===== src/rtl/mux_arb_n.sv =====
// N-input registered selector with valid/ready handshakes. It picks a channel by
// explicit select (mode 0) or by round-robin arbitration (mode 1) into a one-entry output register.
module mux_arb_n #(
  parameter int WIDTH = 32,
  parameter int N     = 4,
  parameter int SELW  = 2
) (
  input  logic                 clk,
  input  logic                 reset,
  input  logic                 mode,
  input  logic [SELW-1:0]      sel,
  input  logic [N*WIDTH-1:0]   in_data,
  input  logic [N-1:0]         in_valid,
  output logic [N-1:0]         in_ready,
  output logic [WIDTH-1:0]     out_data,
  output logic                 out_valid,
  input  logic                 out_ready,
  output logic [SELW-1:0]      out_src
);

  logic [SELW-1:0]  rr_ptr;
  logic [SELW-1:0]  grant_idx;
  logic             grant_vld;
  logic [WIDTH-1:0] grant_data;
  logic             load_en;
  logic             xfer;
  int               cand;

  assign load_en = !out_valid || out_ready;
  assign xfer    = load_en && grant_vld;

  // NOTE: every signal written in always_comb is given a default first, so no path leaves it unassigned and no latch is inferred.
  always_comb begin
    grant_vld = 1'b0;
    grant_idx = '0;
    cand      = 0;
    if (!mode) begin
      // Comparing against each legal index keeps sel >= N from reading outside in_valid.
      for (int k = 0; k < N; k++) begin
        if (int'(sel) == k && in_valid[k]) begin
          grant_vld = 1'b1;
          grant_idx = SELW'(k);
        end
      end
    end else begin
      // Walk from the farthest candidate to the nearest so the nearest one after rr_ptr wins.
      for (int i = N; i >= 1; i--) begin
        cand = int'(rr_ptr) + i;
        if (cand >= N) cand = cand - N;
        if (in_valid[cand]) begin
          grant_vld = 1'b1;
          grant_idx = SELW'(cand);
        end
      end
    end
  end

  always_comb begin
    grant_data = '0;
    in_ready   = '0;
    for (int k = 0; k < N; k++) begin
      if (grant_idx == SELW'(k)) grant_data = in_data[k*WIDTH +: WIDTH];
      in_ready[k] = xfer && !reset && (grant_idx == SELW'(k));
    end
  end

  // NOTE: sequential state uses non-blocking assignments so every register samples pre-edge values.
  always_ff @(posedge clk or posedge reset) begin
    if (reset) begin
      out_valid <= 1'b0;
      out_data  <= '0;
      out_src   <= '0;
      rr_ptr    <= SELW'(N - 1);
    end else if (xfer) begin
      out_valid <= 1'b1;
      out_data  <= grant_data;
      out_src   <= grant_idx;
      rr_ptr    <= grant_idx;
    end else if (out_ready) begin
      out_valid <= 1'b0;
    end
  end

endmodule


===== config.mk =====
export PLATFORM = sky130hd
export DESIGN_NAME = mux_arb_n
export DESIGN_NICKNAME = d
export VERILOG_FILES = /design/src/rtl/mux_arb_n.sv
export SDC_FILE = /design/constraint.sdc
export NUM_CORES = 1
export LEC_CHECK = 0
export ABC_CLOCK_PERIOD_IN_PS = 3300
export BUFFER_PORTS_ARGS = -buffer_cell sky130_fd_sc_hd__buf_2
export CORE_MARGIN = 5
export CORE_UTILIZATION = 41
export DETAILED_ROUTE_END_ITERATION = 10
export GPL_TIMING_DRIVEN = 0
export HOLD_SLACK_MARGIN = 0.1
export PLACE_DENSITY = 0.81
export SLEW_MARGIN = 20
export SYNTH_ARGS = -nofsm -noshare
export SYNTH_HDL_FRONTEND = slang
export SYNTH_SLANG_ARGS = --single-unit

===== constraint.sdc =====
create_clock -name clk -period 3.3 [get_ports clk]
set_input_delay 0.825 -clock clk [delete_from_list [all_inputs] [get_ports clk]]
set_output_delay 0.825 -clock clk [all_outputs]
set_load 0.02 [all_outputs]

# After elaboration in Yosys (flattened, before gate mapping)
# Index checks and enable logic that the tools add are counted.
[classes]
add_sub_neg = 8
mul = 0
div_mod_pow = 0
magnitude_cmp = 8
n_eq_ne = 6
shift = 0
mux = 43
n_bitwise = 0
n_reduce_logical = 16
[ops]
columns = ["cell", "count"]
rows = [
  ["$mux 32", 12],
  ["$lt 32x4->1 const B", 4],
  ["$mux 1", 20],
  ["$mux 2", 7],
  ["$sub 3x3->4 const B", 3],
  ["$logic_and 1x1->1", 10],
  ["$ge 3x3->1 const B", 3],
  ["$bmux 1 s2", 4],
  ["$eq 2x2->1 const B", 4],
  ["$add 2x2->3 const B", 2],
  ["$sub 4x3->5 const B", 1],
  ["$add 2x3->4 const B", 1],
  ["$eq 2x1->1 const B", 2],
  ["$ge 4x3->1 const B", 1],
  ["$logic_not 2->1", 2],
  ["$add 2x1->3 const B", 1],
  ["$logic_not 1->1", 2],
  ["$reduce_bool 2->1", 1],
  ["$logic_or 1x1->1", 1],
]
[word_totals]
ff_bits = 37
latch_bits = 0
ram_bits = 0
romBits = 0
input_bits = 138
out_inout_bits = 39
word_cells = 85
n_memories = 0

# Logic depth before layout (Yosys ltp)
# Gate-level depths: netlist of the first run.
[logic_depth]
depth_word = 17
mapped_depth = 8
depth_no_buf = 6

# Worst setup path before layout of the first run
# OpenSTA, ideal clock, no wires.
[synth_timing]
path_type = "input-to-output"
startpoint = "in in_valid[2]"
endpoint = "out in_ready[1]"
arrival_time_ns = 2.326
required_time_ns = 2.475
path_slack_ns = 0.149
path_stages = 6
path_buffers = 2
cell_sequence = "and2b_1 o21bai_2 a41o_1 buf_2 clkbuf_1 nor4_1"
[synth_via]
elab_chain_len = 11
elab_cells_between_ends = 31
cone_classes = "eq/ne: 1; mux: 26; reduce/logical: 4"
[synth_lines]
columns = ["element", "line_no", "source"]
rows = [
  ["start, declared", "13", "input logic [N-1:0] in_valid,"],
  ["$bmux 1 s2", "50", "if (in_valid[cand]) begin"],
  ["$mux 1 (implied by the code) (2 in a row)", "50", ""],
  ["$mux 1 (4 in a row)", "50", ""],
  ["$mux 1", "37", "if (!mode) begin"],
  ["$logic_and 1x1->1", "30", "assign xfer = load_en && grant_vld;"],
  ["$logic_and 1x1->1", "63", "in_ready[k] = xfer && !reset && (grant_idx == SELW'(k));"],
  ["$logic_and 1x1->1 *", "63", ""],
  ["end, declared", "14", "output logic [N-1:0] in_ready,"],
]
# Mark *: on every way between the ends. The rest lies on a longest branch, timed or not. The select of a mux whose other input is x is not followed.

# Worst setup path in the final report of the first run
[layout_timing]
startpoint = "in sel[1]"
endpoint = "out in_ready[0]"
[layout_via]
elab_chain_len = 10
elab_cells_between_ends = 21
cone_classes = "eq/ne: 3; mux: 9; reduce/logical: 9"
[layout_lines]
columns = ["element", "line_no", "source"]
rows = [
  ["start, declared", "11", "input logic [SELW-1:0] sel,"],
  ["$logic_not 2->1", "40", "if (int'(sel) == k && in_valid[k]) begin"],
  ["$logic_and 1x1->1", "40", ""],
  ["$mux 1 (4 in a row)", "40", ""],
  ["$mux 1", "37", ""],
  ["$logic_and 1x1->1", "30", ""],
  ["$logic_and 1x1->1", "63", ""],
  ["$logic_and 1x1->1 *", "63", ""],
]
# Mark *: on every way between the ends. The rest lies on a longest branch, timed or not.

==> key figures, run 1 <==
STA
  – Final Hold Viols: 0
  – Tcrit/Tclk final: 0.9694
  – Setup tns final: 0 ns
  – Final Slew Violations: 0
  – Clock Skew: 0.003406 ns
  – Slew @ Worst Pin: 0.4576 ns
  – Final setup violation count: 0
  – Fmax: 312.6 MHz
  – Max_slew headroom: 0.6949
  – Hold slack: between 0.4 and 0.5 ns
  – Final min period: 3.199 ns

Finish
  – Commonest non-fill, non-tap cell in the layout: buf_2
  – Share of cells above drive strength 1: 0.5695
  – Final nets: between 500 and 600
  – Area occupied by multi-input gates: around 1400 um^2
  – Antenna cells: 0
  – Most frequent cells in the layout: buf_2, nand2_1, dfrtp_1
  – FILL cells: 546
  – Non-filler cells, final: between 500 and 600
  – Syn-to-layout area delta: 48.06%
  – Reg area: just over 900 um^2

Placed design
  – Final Wtd Congestion: approximately 0.8
  – Count of input and output buffers: approximately 180
  – HPWL Detailed: 6571 um
  – Placed Cells: between 500 and 600

Clock tree
  – CTS tree: built
  – H-Tree Level Count: 2
  – Clock Sinks: 37
  – Clock latency on the worst-skew pair: a little under 0.3 ns
  – Clock buffer count from CTS: 5
  – Clk buf depth: 2
  – Clk slew on worst S/H paths: approximately 0.070 ns
  – Root buffer cell: clkbuf_8

GRT
  – First-pass GRT wire length: 12550 um
  – Pin count of the biggest net entering global routing: 24
  – Total track usage: 0.2097
  – Initial antenna violation count: 1
  – Grt ovf: 0
  – Number of global-route vias before repair: about 2700

Logic synthesis
  – Cell count after synthesis: 260
  – Syn nets: just under 400
  – Syn Area/Cell: a little over 9 um^2
  – #FFs+latches synth: 37
  – Mapped Area: 2424 um^2
  – Synth cell types: 36
  – Seq/Total Area, Yosys: 0.3831
  – Ys Warns: 0

Floorplanning
  – Die Footprint: around 7500 um^2
  – Core ar.: around 5900 um^2
  – I/O pins: between 150 and 200
  – # rows: 28
  – Die width: 86.89 um
  – Die H: roughly 87 um
  – Initial Utilization: 0.4142

Power
  – Cell Pwr Density: about 540 nW/um^2
  – Leak: between 1.5 and 2 nW
  – Maximum vdd drop: around 0.00026 V

Hold path
  – Hold-critical path depth: 2
  – Worst hold path type: reg -> reg

Worst setup path
  – Worst setup path class: in -> out
  – CP Max Fanout: 10
  – Worst reg-to-reg path cell count: 7
  – Critical Path End Type: primary output
  – Worst EP required: 2.47 ns
  – Data arrival time of the worst path: ~2.4 ns
  – Crit start category: primary input

Detailed routing
  – Vias per std cell: 5.232
  – Final wirelength: about 8500 um
  – Pre-antenna DRT Iters: 4
  – WL per Instance: approximately 16 um
  – Total number of vias: 2726
  – Post-DRT Antenna Nets: 0
  – DRT iter0 DRCs: 97
  – DRC: 0

Outcome
  – Status: completed

Job
  – Max_cap viols: 0
## per-layer routing
metal / global-route usage / wire [um] / part of all wire / vias to the layer above
li1: - / - / - / 1328
met1: 0.2499 / 3278 / 0.39 / 1272
met2: 0.3747 / 4347 / 0.51 / 118
met3: 0.05487 / 758 / 0.090 / 6
met4: 0.04958 / 55 / 0.0065 / 2
met5: 0 / 13 / 0.0015 / -
## timing repair
| action | 4_1_cts | 5_1_grt |
|---|---|---|
| setup endpoints to repair | 3 | 3 |
| hold buffers | 0 | 0 |
| gates resized for setup | 0 | 7 |
| endpoints found under the hold margin | 0 | 0 |
| buffers inserted | 1 | 1 |
| pin swaps | 0 | 1 |
## critical path, cell delays in order
cell,delay [ns]
buf_2,0.14
mux2_4,0.32
a21oi_4,0.17
a41oi_2,0.06
buf_6,0.15
buf_8,0.14
buf_4,0.18
nor4_4,0.21
buf_4,0.18
## where the power goes
part / internal (W) / leakage [nW] / switching (W) / total (W)
logic: 0.000380 / 1.29 / 0.000499 / 0.000880
clock network: 0.000247 / 0.0585 / 0.000165 / 0.000411
registers: 0.000584 / 0.410 / 0.0000720 / 0.000656
## synthesized netlist by cell type
library cell  number  area, um^2
nand2_4            1       11.26
nor2b_1            2       12.51
and2b_1            3       22.52
nand3_1            1       5.000
nand3b_1           1       7.510
nor4_1             1       6.260
o21ai_2            1       8.760
nand2b_1           1       6.260
nor2_2             1       6.260
a41oi_2            1       16.27
o41a_1             1       11.26
clkbuf_1           3       11.26
mux2_4             3       45.04
a31oi_1           32       200.2
buf_6              4       45.04
o22ai_1           29       181.4
o21bai_2           1       11.26
nor2_1             9       33.78
nor2_4             1       11.26
buf_4              7       52.55
a32o_1             1       10.01
dfrtp_1           35       875.8
buf_2              6       30.03
a41o_1             1       10.01
or2_1              1       6.260
dfstp_2            2       52.55
o21ai_0            3       15.01
mux4_2             1       22.52
o22ai_2            3       37.54
mux2_2            31       349.1
inv_1              2       7.510
buf_8              1       15.01
nor4_2             1       12.51
a21oi_2            2       17.52
o221ai_1           1       8.760
nand2_1           66       247.7
## metrics by stage
step                      instance area (um^2)    util  setup WS [ns]  total power, W
after floorplan                           2424       -         0.1487        0.001209
after global placement                    3398  0.5808        -0.1204        0.001500
after detailed placement                  3426  0.5855       -0.04904        0.001535
after CTS                                 3546  0.6061       0.002516        0.001946
after global routing                      3588  0.6133      -0.006292        0.002051
final                                     3588  0.6133         0.1011        0.001947
## path summary, 6_finish.rpt
kind	end	from	slack [ns]
min in group asynchronous	out_data[10]$_DFFE_PP0P_	reset	0.56
min reg2reg	out_src[0]$_DFFE_PP0P_	out_src[0]$_DFFE_PP0P_	0.49
max in group asynchronous	rr_ptr[0]$_DFFE_PP1P_	reset	2.21
max reg2reg	out_data[23]$_DFFE_PP0P_	rr_ptr[0]$_DFFE_PP1P_	1.05
min	out_src[0]$_DFFE_PP0P_	out_src[0]$_DFFE_PP0P_	0.49
max	in_ready[0]	sel[1]	0.10
## state kept, by name (all words and copies together) (netlist names)
register,cells
out_src,2
rr_ptr,2
out_data,32
out_valid,1
## cells by family after synthesis
group | after synthesis | share of synthesized area
compound gates | 76 | 0.2179
flops | 37 | 0.3831
simple gates | 89 | 0.1606
buf+inv | 23 | 0.06660
mux | 35 | 0.1719
## area by class of cell
| cell class | instances | area share |
|---|---|---|
| plain buffers | 20 | 0.04184 |
| multi-input cells | 200 | 0.3808 |
| clock buffers | 7 | 0.02406 |
| repair buffers | 179 | 0.2580 |
| well taps | 75 | 0.02615 |
| flip-flops and latches | 37 | 0.2587 |
| clock inverters | 1 | 0.008368 |
| inverters | 2 | 0.002092 |
Note: power is estimated with default switching activity, not from simulation.
==> inputs of run 2 (changes only) <==
--- a/config.mk
+++ b/config.mk
@@ -8,5 +8,5 @@
 export ABC_CLOCK_PERIOD_IN_PS = 3300
 export BUFFER_PORTS_ARGS = -buffer_cell sky130_fd_sc_hd__buf_2
-export CORE_MARGIN = 5
+export CORE_MARGIN = 2
 export CORE_UTILIZATION = 41
 export DETAILED_ROUTE_END_ITERATION = 10
@@ -14,4 +14,5 @@
 export HOLD_SLACK_MARGIN = 0.1
 export PLACE_DENSITY = 0.81
+export SETUP_SLACK_MARGIN = 0.3
 export SLEW_MARGIN = 20
 export SYNTH_ARGS = -nofsm -noshare
==> constraint.sdc (replaced) <==
create_clock -name clk -period 3.3 [get_ports clk]
set_input_delay 0.165 -clock clk [delete_from_list [all_inputs] [get_ports clk]]
set_output_delay 0.165 -clock clk [all_outputs]
set_load 0.02 [all_outputs]
==> key figures, run 2 (synthesized netlist as in run 1, its figures left out) <==
Outcome
  – Status: completed

STA
  – Max_slew headroom: 0.6812 (-0.01377)
  – Fmax: 398.2 MHz (+27%)
  – Setup tns final: 0 ns (unchanged)
  – Final Hold Viols: 0 (unchanged)
  – Final setup violation count: 0 (unchanged)
  – Final min period: 2.511 ns (-0.6875 ns)
  – RSZ-0062 raised after global routing: false
  – Clock Skew: 0.003349 ns (-0.00005776 ns)
  – Slew @ Worst Pin: 0.4777 ns (+0.02014 ns)
  – Final Slew Violations: 0 (unchanged)
  – Tcrit/Tclk final: 0.7610 (-0.2083)

Floorplanning
  – # rows: 28 (unchanged)
  – Core ar.: 5816 um^2 (-0.60%)
  – Die Footprint: 6542 um^2 (-13%)
  – Initial Utilization: 0.4167 (+0.002495)
  – Die H: 80.89 um (-6.9%)
  – Die width: 80.89 um (-6.9%)
  – I/O pins: 177 (unchanged)

Clock tree
  – Clock buffer count from CTS: 5 (unchanged)
  – Clk slew on worst S/H paths: 0.07 ns (about the same)
  – CTS tree: built
  – H-Tree Level Count: 2 (unchanged)
  – Clk buf depth: 2 (unchanged)
  – Clock latency on the worst-skew pair: 0.28 ns (about the same)
  – PostCTS Resize Cnt: 0 (unchanged)
  – Root buffer cell: clkbuf_8
  – Clock Sinks: 37 (unchanged)
  – Count of hold-fix buffers inserted at cts: 1 (+1)
  – Post-CTS setup buffer count: 0 (-1)

Finish
  – Final nets: 583 (unchanged)
  – Number of flip-flops in the largest register: 32 (unchanged)
  – Syn-to-layout area delta: 45.33%
  – Largest Register: out_data
  – FILL cells: 528 (-3.3%)
  – Commonest non-fill, non-tap cell in the layout: buf_2
  – Antenna cells: 0 (unchanged)
  – Final Cell Area: 3522 um^2 (-1.8%)
  – Share of cells above drive strength 1: 0.5640 (-0.005462)
  – Most frequent cells in the layout: buf_2, nand2_1, dfrtp_1
  – Top Registers: out_data (32), out_src (2), rr_ptr (2)

Power
  – Maximum vdd drop: 0.0002325 V (-11%)
  – Switching part of the total: 0.3868 (+0.008788)
  – Psw: 0.0007092 W (-3.6%)
  – Flop pwr share: 0.357 (+0.020)
  – Clk network pwr share: 0.171 (-0.040)
  – Comb pwr share: 0.472 (+0.020)
  – Leak: 1.730 nW (-1.6%)
  – Int Power: 0.001124 W (-7.2%)
  – Cell Pwr Density: 520.5 nW/um^2 (-4.1%)

GRT
  – Pin count of the biggest net entering global routing: 22 (-8.3%)
  – Initial antenna violation count: 0 (-1)
  – Grt ovf: 0 (unchanged)
  – Total track usage: 0.2367 (+0.02700)
  – Number of global-route vias before repair: 2569 (-5.0%)
  – First-pass GRT wire length: 11940 um (-4.8%)

Placed design
  – Placed Area: 3426 um^2 (unchanged)
  – HPWL Detailed: 6215 um (-5.4%)
  – Final Wtd Congestion: 0.8484 (+4.5%)
  – Count of input and output buffers: 176 (unchanged)

Worst setup path
  – Data arrival time of the worst path: 2.35 ns (-0.02 ns)
  – CP Buf/Inv Count: 4 (-1)
  – CP peak stage delay: 0.54 ns (+0.22 ns)
  – Beginning of the critical path: rr_ptr[0]$_DFFE_PP1P_
  – Worst EP required: 3.13 ns (+0.66 ns)
  – R2R Path Start: rr_ptr[0]$_DFFE_PP1P_
  – CP Max Fanout: 10 (unchanged)
  – Worst reg-to-reg path cell count: 7 (unchanged)
  – CP max-delay cell: dfstp_2
  – Crit start category: register
  – Critical Path End Type: primary output
  – Flop-to-flop setup slack: 1.21 ns (+0.16 ns)
  – Worst Setup EP: in_ready[0]
  – Instance count on the critical path: 8 (-1)
  – Worst setup path class: reg -> out
  – R2r endpoint: out_data[4]$_DFFE_PP0P_
  – Cells along the critical path: and2b_1 > o21bai_2 > a41oi_2 > buf_6 > buf_8 > buf_4 > nor4_2 > buf_2
  – Worst path top cell family by delay: buffers and inverters

Detailed routing
  – DRT iter0 DRCs: 90 (-7.2%)
  – Final wirelength: 7918 um (-6.3%)
  – DRC: 0 (unchanged)
  – Post-DRT Antenna Nets: 0 (unchanged)
  – Total number of vias: 2706 (-0.73%)
  – Vias per std cell: 5.204 (-0.54%)
  – Pre-antenna DRT Iters: 4 (unchanged)
  – WL per Instance: 15.23 um (-6.1%)

Job
  – Max_cap viols: 0 (unchanged)

Hold path
  – Worst hold path type: in -> reg
  – Hold_sp: in_data[21]
run 2: routing by layer:
metal	part of all wire	GRT usage	vias up
met2	0.51	0.4347	106
met3	0.059	0.04333	10
met5	0	0	-
met1	0.42	0.2819	1266
li1	-	-	1324
met4	0.011	0.06441	0
run 2: worst min-delay path: cells and delay by family:
family / cells / cell delay, ns
buffers and inverters: 1 / 0.09
AO/OA/AOI/OAI: 1 / 0.07
AND/OR/NAND/NOR: 1 / 0.04
run 2: how the worst min path moves through the flow:
stage                                     to  slack, ns  cells after the start
finish              out_data[21]$_DFFE_PP0P_       0.13                      3
floorplan           out_data[17]$_DFFE_PP0P_       0.31                      2
CTS                  out_data[3]$_DFFE_PP0P_       0.13                      3
global route        out_data[26]$_DFFE_PP0P_       0.13                      3
detailed placement  out_data[14]$_DFFE_PP0P_       0.23                      2
global placement    out_data[21]$_DFFE_PP0P_       0.42                      3
run 2: power groups by stage:
stage	sequential, W	clock (W)	combinational [W]
final	0.000654	0.000314	0.000865
after global routing	0.000666	0.000341	0.000937
after CTS	0.000654	0.000322	0.000870
after detailed placement	0.000661	0	0.000868
after global placement	0.000657	0	0.000842
after floorplan	0.000811	0	0.000398
run 2: area by class of cell:
type	instances	area, um^2	share of cell area
plain buffers	21	153.9	0.04369
clock buffers	7	86.33	0.02451
inverters	2	7.507	0.002131
multi-input cells	200	1334	0.3787
flip-flops and latches	37	928.4	0.2636
well taps	75	93.84	0.02664
repair buffers	178	918.4	0.2607
run 2: through the flow:
step	setup WS, ns	std cells	util	power (W)	hold WS, ns
4_1_cts	0.7818	520	0.6056	0.001845	0.1252
3_3_place_gp	1.157	511	0.5843	0.001498	0.4235
5_1_grt	0.6616	520	0.6056	0.001943	0.1273
2_1_floorplan	1.199	260	-	0.001209	0.3080
6_report	0.7886	520	0.6056	0.001833	0.1326
3_5_place_dp	1.096	512	0.5891	0.001529	0.2261
==> inputs of run 3 (changes only) <==
ABC_CLOCK_PERIOD_IN_PS = 2200   (was 3300)
CORE_UTILIZATION = 37   (was 41)
PLACE_DENSITY = 0.77   (was 0.81)
clock period = 2.2 ns   (was 3.3 ns; I/O delays follow)
==> key figures, run 3 (synthesized netlist as in run 1, its figures left out) <==
STA
  – Slew @ Worst Pin: 0.4445 ns (-0.03327 ns)
  – Final Slew Violations: 0 (unchanged)
  – Worst Slack Setup Final: -0.01327 ns (-0.8019 ns)
  – Setup tns final: -0.01327 ns (-0.01327 ns)
  – Final min period: between 2 and 2.5 ns
  – Final Hold Viols: 0 (unchanged)
  – Tcrit/Tclk final: 1.006
  – Fmax: ~450 MHz
  – RSZ-0062 raised after global routing: true
  – Clock Skew: 0.003241 ns (-0.0001079 ns)
  – Hold slack: 0.1650 ns (+0.03231 ns)
  – Final setup violation count: 1 (+1)
  – Max_slew headroom: 0.7033 (+0.02209)

GRT
  – First-pass GRT wire length: 16100 um (+35%)
  – Total track usage: 0.2823 (+0.04557)
  – Grt ovf: 0 (unchanged)
  – Number of global-route vias before repair: 3417 (+33%)
  – Pin count of the biggest net entering global routing: 22 (unchanged)
  – Initial antenna violation count: 0 (unchanged)

Placed design
  – Count of input and output buffers: 176 (unchanged)
  – HPWL Detailed: 6217 um (about the same)
  – Final Wtd Congestion: 0.8098 (-4.5%)

Clock tree
  – Clock latency on the worst-skew pair: 0.28 ns (about the same)
  – Clk buf depth: 2 (unchanged)
  – Clock Sinks: 37 (unchanged)
  – H-Tree Level Count: 2 (unchanged)
  – CTS tree: built
  – Clock buffer count from CTS: 5 (unchanged)
  – Clk slew on worst S/H paths: 0.08 ns (about the same)
  – Root buffer cell: clkbuf_8

Finish
  – Final nets: 671 (+15%)
  – Share of cells above drive strength 1: 0.5993 (+0.03521)
  – Most frequent cells in the layout: buf_2, dlygate4sd3_1, nand2_1
  – Syn-to-layout area delta: 107.8%
  – FILL cells: 385 (-27%)
  – Largest Register: out_data
  – Top Registers: out_data (32), out_src (2), rr_ptr (2)
  – Antenna cells: 0 (unchanged)
  – Commonest non-fill, non-tap cell in the layout: buf_2
  – Number of flip-flops in the largest register: 32 (unchanged)

Power
  – Leak: 2.308 nW (+33%)
  – Maximum vdd drop: 0.0004602 V (+98%)
  – Cell Pwr Density: 708.0 nW/um^2 (+36%)
  – Design Power: 0.003565 W (+94%)

Detailed routing
  – DRT iter0 DRCs: 135 (+50%)
  – WL per Instance: 18.67 um (+23%)
  – Post-DRT Antenna Nets: 0 (unchanged)
  – Total number of vias: 3284 (+21%)
  – Final wirelength: 11410 um (+44%)
  – Max layer used: met4
  – DRC: 0 (unchanged)
  – Pre-antenna DRT Iters: 4 (unchanged)
  – Vias per std cell: 5.375 (+3.3%)
  – DRT met1 WL: 4130 um (+24%)
  – Length of routed met2 wiring: 6078 um (+51%)
  – Met3 WL: 736 um (+57%)

Floorplanning
  – Core ar.: 6350 um^2 (+9.2%)
  – Initial Utilization: 0.3817 (-0.03506)
  – Die width: 84.94 um (+5.0%)
  – Die Footprint: 7214 um^2 (+10%)
  – I/O pins: 177 (unchanged)
  – Die H: 84.94 um (+5.0%)
  – # rows: 29 (+3.6%)

Worst setup path
  – Data arrival time of the worst path: 2.10 ns (-0.25 ns)
  – Worst EP required: 2.09 ns (-1.04 ns)
  – Worst Setup EP: in_ready[0]
  – R2R Path Start: rr_ptr[0]$_DFFE_PP1P_
  – Worst reg-to-reg path cell count: 9 (+2)
  – Crit start category: register
  – CP peak stage delay: 0.57 ns (+0.03 ns)
  – CP Max Fanout: 4 (-6)
  – Cells along the critical path: and2b_1 > o21ai_2 > a41oi_4 > buf_6 > buf_12 > buf_8 > nor4_4 > buf_4
  – R2r endpoint: out_data[19]$_DFFE_PP0P_
  – Critical Path End Type: primary output
  – Flop-to-flop setup slack: 0.04 ns (-1.17 ns)
  – CP max-delay cell: dfstp_2
  – Worst setup path class: reg -> out
  – Beginning of the critical path: rr_ptr[0]$_DFFE_PP1P_

Outcome
  – Failing checks: negative setup slack
  – Status: complete, but fails checks

Job
  – Max_cap viols: 0 (unchanged)

Hold path
  – Worst hold path type: in -> reg
## run 3: worst min-delay path by stage
stage,from,endpoint,slack [ns],cells after the start
CTS,in_data[32],out_data[0]$_DFFE_PP0P_,0.10,3
detailed placement,reset,out_src[0]$_DFFE_PP0P_,0.18,2
global route,in_data[32],out_data[0]$_DFFE_PP0P_,0.17,3
finish,out_ready,out_valid$_DFFE_PP0P_,0.16,3
floorplan,in_data[17],out_data[17]$_DFFE_PP0P_,0.25,2
global placement,in_data[12],out_data[12]$_DFFE_PP0P_,0.37,3
## run 3: per-stage QoR
stage	worst slack (ns)	util	cells	area [um^2]
after floorplan	0.2729	-	260	2439
after global placement	0.05024	0.5379	513	3416
after detailed placement	-0.005657	0.5423	514	3443
after CTS	0.002121	0.7080	600	4496
after global routing	-0.07084	0.7931	611	5036
final	-0.01327	0.7931	611	5036
## run 3: cell type report
type / instances / area [um^2] / share of cell area
Multi-Input combinational cell: 200 / 1743 / 0.3461
Buffer: 21 / 261.5 / 0.05193
Inverter: 2 / 7.507 / 0.001491
Clock buffer: 7 / 86.33 / 0.01714
Tap cell: 77 / 96.34 / 0.01913
Clock inverter: 1 / 30.03 / 0.005963
Timing Repair Buffer: 266 / 1883 / 0.3739
Sequential cell: 37 / 928.4 / 0.1843
## run 3: worst max-delay path: cells and delay by family (launching register included)
| kind | cells | cell delay [ns] |
|---|---|---|
| AOI/OAI and AO/OA | 2 | 0.34 |
| buffers and inverters | 4 | 0.58 |
| DFF | 1 | 0.57 |
| and+or+nand+nor | 2 | 0.33 |
## run 3: power by group
group / internal [W] / leakage, nW / switching [W]
combinational: 0.000965 / 1.84 / 0.000961
sequential: 0.000877 / 0.410 / 0.000148
clock: 0.000370 / 0.0585 / 0.000245
total: 0.00221 / 2.31 / 0.00135
## run 3: metal layers
| metal | vias up | GRT usage |
|---|---|---|
| met5 | - | 0 |
| met4 | 0 | 0.1255 |
| li1 | 1510 | - |
| met2 | 170 | 0.5147 |
| met3 | 42 | 0.07198 |
| met1 | 1562 | 0.3071 |
## run 3: repair_timing
| action | in CTS | in global routing |
|---|---|---|
| endpoints found under the setup margin | 38 | 37 |
| cloned | 2 | 4 |
| hold endpoints to repair | 48 | 0 |
| pin swaps | 10 | 11 |
| hold buffers | 64 | 0 |
| setup buffers | 12 | 7 |
| gates resized for setup | 34 | 65 |
